<file path="config.mk">
export PLATFORM = sky130hd
export DESIGN_NAME = alu_issue_ctrl
export DESIGN_NICKNAME = d
export VERILOG_FILES = /design/src/rtl/alu_issue_ctrl.sv
export SDC_FILE = /design/constraint.sdc
export NUM_CORES = 1
export LEC_CHECK = 0
export CORE_UTILIZATION = 38
export DETAILED_ROUTE_END_ITERATION = 8
export GPL_ROUTABILITY_DRIVEN = 0
export PLACE_DENSITY_LB_ADDON = 0.1
export SLEW_MARGIN = 20
export SYNTH_ARGS = -nofsm -noshare
export SYNTH_HDL_FRONTEND = slang
export SYNTH_SLANG_ARGS = --single-unit
export TNS_END_PERCENT = 100
</file>
<file path="constraint.sdc">
create_clock -name clk -period 1.3 [get_ports clk]
set_input_delay 0.195 -clock clk [delete_from_list [all_inputs] [get_ports clk]]
set_output_delay 0.195 -clock clk [all_outputs]
set_load 0.01 [all_outputs]
</file>
<file path="src/rtl/alu_issue_ctrl.sv">
// ============================================================================
// Module   : alu_issue_ctrl
// Brief    : Decode/issue stage for the 16-bit ALU with a single-entry ID/EX
//            register. Optional multiply support: ALU_ISSUE_MUL_EN.
// Revision : 1.0 - initial release
// ============================================================================
`default_nettype none

module alu_issue_ctrl #(
    parameter int INST_SIZE = 16
) (
    input  logic                 clk,
    input  logic                 rst_n,
    input  logic                 i_in_valid,
    output logic                 o_in_ready,
    input  logic [INST_SIZE-1:0] i_instr,
    input  logic [INST_SIZE-1:0] i_rd_data,
    input  logic [INST_SIZE-1:0] i_rs_data,
    output logic                 o_out_valid,
    input  logic                 i_out_ready,
    output logic [2:0]           o_alu_ctrl,
    output logic [INST_SIZE-1:0] o_in0,
    output logic [INST_SIZE-1:0] o_in1,
    output logic                 o_wr_en,
    output logic [2:0]           o_dest,
    output logic                 o_is_branch,
    output logic                 o_illegal,
    output logic [15:0]          o_issue_cnt
);

    typedef enum logic [1:0] {
        S_IDLE   = 2'd0,
`ifdef ALU_ISSUE_MUL_EN
        S_SETTLE = 2'd1,
`endif
        S_HOLD   = 2'd2
    } state_t;

    state_t                 r_state;
    logic                   r_out_valid;
    logic [2:0]             r_alu_ctrl;
    logic [INST_SIZE-1:0]   r_in0;
    logic [INST_SIZE-1:0]   r_in1;
    logic                   r_wr_en;
    logic [2:0]             r_dest;
    logic                   r_is_branch;
    logic                   r_illegal;
    logic [15:0]            r_issue_cnt;

    logic                   w_legal;
`ifdef ALU_ISSUE_MUL_EN
    logic                   w_mul;
`endif
    logic [2:0]             w_ctrl;
    logic [INST_SIZE-1:0]   w_in1;
    logic                   w_wr_en;
    logic                   w_is_branch;
    logic                   w_in_ready;
    logic                   w_accept;
    logic                   w_fire;
    logic                   w_unused_rs;

    wire [3:0] w_opcode = i_instr[15:12];
    wire [2:0] w_funct  = i_instr[2:0];
    wire [INST_SIZE-1:0] w_imm = {{(INST_SIZE-6){i_instr[5]}}, i_instr[5:0]};

    // The rs field is already resolved into i_rs_data by the register file.
    assign w_unused_rs = ^i_instr[8:6];

    always_comb begin
        w_legal     = 1'b0;
`ifdef ALU_ISSUE_MUL_EN
        w_mul       = 1'b0;
`endif
        w_ctrl      = 3'b000;
        w_in1       = i_rs_data;
        w_wr_en     = 1'b0;
        w_is_branch = 1'b0;
        case (w_opcode)
            4'b0000: begin
                w_ctrl  = w_funct;
                w_wr_en = 1'b1;
                case (w_funct)
                    3'b110, 3'b111: w_legal = 1'b0;
                    3'b101: begin
`ifdef ALU_ISSUE_MUL_EN
                        w_legal = 1'b1;
                        w_mul   = 1'b1;
`else
                        w_legal = 1'b0;
`endif
                    end
                    default: w_legal = 1'b1;
                endcase
            end
            4'b0100: begin
                w_legal = 1'b1;
                w_in1   = w_imm;
                w_wr_en = 1'b1;
            end
            4'b1000: begin
                w_legal     = 1'b1;
                w_ctrl      = 3'b001;
                w_is_branch = 1'b1;
            end
            default: w_legal = 1'b0;
        endcase
    end

    assign w_in_ready = (r_state == S_IDLE) || ((r_state == S_HOLD) && i_out_ready);
    assign w_accept   = i_in_valid && w_in_ready;
    assign w_fire     = r_out_valid && i_out_ready;

    always_ff @(posedge clk or negedge rst_n) begin
        if (!rst_n) begin
            r_state     <= S_IDLE;
            r_out_valid <= 1'b0;
            r_alu_ctrl  <= 3'b000;
            r_in0       <= '0;
            r_in1       <= '0;
            r_wr_en     <= 1'b0;
            r_dest      <= 3'b000;
            r_is_branch <= 1'b0;
            r_illegal   <= 1'b0;
            r_issue_cnt <= 16'h0000;
        end else begin
            r_illegal <= w_accept && !w_legal;
            if (w_fire) begin
                r_issue_cnt <= r_issue_cnt + 16'h0001;
            end
            case (r_state)
`ifdef ALU_ISSUE_MUL_EN
                S_SETTLE: begin
                    r_state     <= S_HOLD;
                    r_out_valid <= 1'b1;
                end
`endif
                default: begin
                    // IDLE and HOLD share the load path; illegal ops never load.
                    if (w_accept && w_legal) begin
                        r_alu_ctrl  <= w_ctrl;
                        r_in0       <= i_rd_data;
                        r_in1       <= w_in1;
                        r_wr_en     <= w_wr_en;
                        r_dest      <= i_instr[11:9];
                        r_is_branch <= w_is_branch;
`ifdef ALU_ISSUE_MUL_EN
                        if (w_mul) begin
                            r_state     <= S_SETTLE;
                            r_out_valid <= 1'b0;
                        end else begin
                            r_state     <= S_HOLD;
                            r_out_valid <= 1'b1;
                        end
`else
                        r_state     <= S_HOLD;
                        r_out_valid <= 1'b1;
`endif
                    end else if (w_fire || (r_state != S_HOLD)) begin
                        r_state     <= S_IDLE;
                        r_out_valid <= 1'b0;
                    end
                end
            endcase
        end
    end

    assign o_in_ready  = w_in_ready;
    assign o_out_valid = r_out_valid;
    assign o_alu_ctrl  = r_alu_ctrl;
    assign o_in0       = r_in0;
    assign o_in1       = r_in1;
    assign o_wr_en     = r_wr_en;
    assign o_dest      = r_dest;
    assign o_is_branch = r_is_branch;
    assign o_illegal   = r_illegal;
    assign o_issue_cnt = r_issue_cnt;

endmodule

`default_nettype wire

</file>
==> results.md <==
* Failing checks: negative setup slack
* Fmax at 0.675 GHz
* FF-to-FF path depth at 6
* Clock Skew at 0.00833 ns
* Synthesized Nets at between 200 and 250
* Routed Wire Length at 6500 um
* Synth area leader: dfrtp_1
* Synth top area share at 0.549
* First-pass GRT wire length at around 10,000 um
* Antenna viol nets, final at 0
* DRC errors left at 0
* List of most frequent post-synthesis cells: dfrtp_1, mux2_4, a21oi_1, inv_1, mux2i_1
* Final worst setup slack at -0.181 ns
* Clk buf depth at 2
* Rel. slew slack at 0.786
* Layout Cells excl Fill at 442
* Drt pass-1 iters at 4
* Post-Synthesis Cells at 191
* PwrDens at 1290 mW/mm^2
* Post-DP HPWL at 4450 um
* Reg-to-Reg Start: r_state[1]
* Final Hold Fails at 0
* Syn_area_per_cell at 13.8 sq um
* Synthesized cell area at 0.00264 sq mm
* Worst-path fanout max at 5
* GRT Residual Overflow at 0
* Cell with the most instances after synthesis: dfrtp_1
* Sequential element share of the synthesized area at 0.549
* R2R setup slack at -0.18 ns
* Largest net degree at the start of global routing at 59
* Synthesis-to-layout area growth at 68.7%
* Reg-to-reg endpoint: o_in0[4]
* Root buf cell: clkbuf_8
* Chip Height at 85.4 um
* YS warnings at 0
* Via Count at between 2,000 and 2,500
* Max IR drop VDD at 620 uV
* Vias/cell at 4.67
* Placed Instance Area at just over 0.004 sq mm
* Outcome: finished with violations
* Post-synth EDFFs at 0
* Initial cell density of the core at 0.391
* Port-buffer cells at ~110
* Max-capacitance violation count at 0
* Critical Path RT at 1.52 ns
* Min-delay worst type: primary input to asynchronous set/reset pin
* Core ar. at 0.00676 sq mm
* Setup violators final at 45
* # clock sinks at 58
* Min cycle time layout at 1.48 ns
* Static Leakage at approximately 2.2 nW
* Dpl cells at 409
* Critical path launch point type: register
* Cell Rows at 30
* Post-Layout Inst Area at 0.00446 sq mm
* CP endpoint kind: register
* CTS Buf Count at 9
* RSZ-0062 raised after global routing: yes
* Final period util at 1.14
* Main flop type after synthesis: dfrtp_1
* Worst Tran Pin Value at 0.321 ns
* IO Pins at 111
* Diodes inserted at 0
* Pins Over Slew Limit at 0
* Number of synthesized register bits at 58
* GRT Total Usage at 0.188
* Clock latency on the worst-skew pair at 0.33 ns
* Layout fillers at between 500 and 600
* Nets at 410
* Vias in the first global route at 2,143
* H-tree levels at 3
* Synth unique cells at 33
* DR WL/cell at 14.7 um
* CTS tree: yes
* Setup CP Type: register to register
* Share of cells above drive strength 1 at 0.370
* Die W at 85.4 um
* CP arrival at 1.70 ns
* Final core utilization at 0.660
* Clock-pin slew on the worst setup and hold paths at 0.07 ns
* Pre-CTS setup slack at -0.662 ns
* Asr flop ratio synth at 1.00
* Initial DRC Count at 42
* Most area-consuming cells after synthesis: dfrtp_1, mux2_4, mux2i_1
* Die Area at 0.00729 sq mm
* Initial antenna violation count at 0
[repair_timing]
action                                 in CTS  in global routing
pin swaps                                  13                 11
resized for setup                         101                 24
endpoints found under the hold margin      58                  0
cloned                                      2                  1
buffers inserted                           13                  7
setup endpoints to repair                 109                 62
hold buffers                                1                  0
[layer usage]
metal / track usage / share of wire
met5: 0 / 0
met4: 0.0500 / 0.011
met3: 0.0613 / 0.059
met2: 0.313 / 0.49
met1: 0.236 / 0.44
[area by class of cell]
| type | instances | area [sq um] | share of cell area |
|---|---|---|---|
| sequential | 58 | 1450 | 0.326 |
| clock inverter | 6 | 57.6 | 0.0129 |
| inverter | 11 | 41.3 | 0.00926 |
| multi-input combinational | 115 | 1160 | 0.260 |
| clock buffer | 10 | 128 | 0.0286 |
| tap | 80 | 100 | 0.0224 |
| timing repair buffer | 162 | 1520 | 0.341 |
[how the worst max path moves through the flow]
stage	start	endpoint	slack, ns	depth (start not counted)
global route	r_state[1]	o_issue_cnt[13]	-0.29	6
CTS	r_state[1]	o_in1[3]	-0.22	7
floorplan	r_state[1]	o_alu_ctrl[2]	-0.19	6
finish	r_state[1]	o_in0[4]	-0.18	6
detailed placement	i_instr[13]	o_in0[0]	-0.66	6
global placement	i_instr[13]	o_in0[1]	-0.64	6
[cell families (layout without fill, tap and decap cells)]
| kind of cell | after synthesis | count (layout) | share of synthesized area |
|---|---|---|---|
| adders and majority gates | 1 | 1 | 0.00473 |
| muxes | 46 | 46 | 0.232 |
| xor gates and xnor gates | 15 | 15 | 0.0497 |
| and+or+nand+nor | 40 | 40 | 0.0880 |
| DFF | 58 | 58 | 0.549 |
| AOI/OAI and AO/OA | 13 | 13 | 0.0270 |
| buffers and inverters | 18 | 189 | 0.0497 |
[critical path, cell delays in order (launching register included)]
cell and delay [ns]:
dfrtp_1 0.41, nand2b_1 0.12, nand2_2 0.08, nor2b_4 0.15, buf_12 0.15, clkbuf_16 0.15
mux2_4 0.29
[state kept, by name (all words and copies together) (netlist names)]
| register | cells |
|---|---|
| o_in1 | 16 |
| o_wr_en | 1 |
| o_is_branch | 1 |
| o_issue_cnt | 16 |
| o_in0 | 16 |
| o_alu_ctrl | 3 |
| o_illegal | 1 |
| r_state | 1 |
| o_dest | 3 |
[power by group]
part | switching (W) | leakage (nW) | internal (W) | total [W]
logic | 0.000699 | 1.40 | 0.00109 | 0.00179
registers | 0.000215 | 0.717 | 0.00217 | 0.00238
clock network | 0.000702 | 0.0958 | 0.000871 | 0.00157
[stage by stage]
step           hold slack, ns  total power, W  setup TNS [ns]
2_1_floorplan          -0.101         0.00313           -6.00
3_3_place_gp            0.221         0.00427          -28.54
3_5_place_dp            0.221         0.00431          -29.35
4_1_cts                 0.387         0.00583           -6.61
5_1_grt                 0.412         0.00608           -8.78
6_report                0.367         0.00574           -5.80
[layout by cell type (no fill, tap or decap), drive strengths merged, types with 3 or more instances in the layout]
cell	Yosys	final
xor2	6	6
clkbuf	2	15
buf	5	61
nand3	4	4
dfrtp	58	58
dlygate4sd2	0	55
mux2i	11	11
nor4	3	3
inv	11	11
mux2	35	35
nand4	4	4
clkinv	0	4
a21oi	11	11
nand2	10	10
xnor2	9	9
nor2	7	7
clkdlybuf4s50	0	40
No activity file was read; power rests on OpenSTA's default activity.
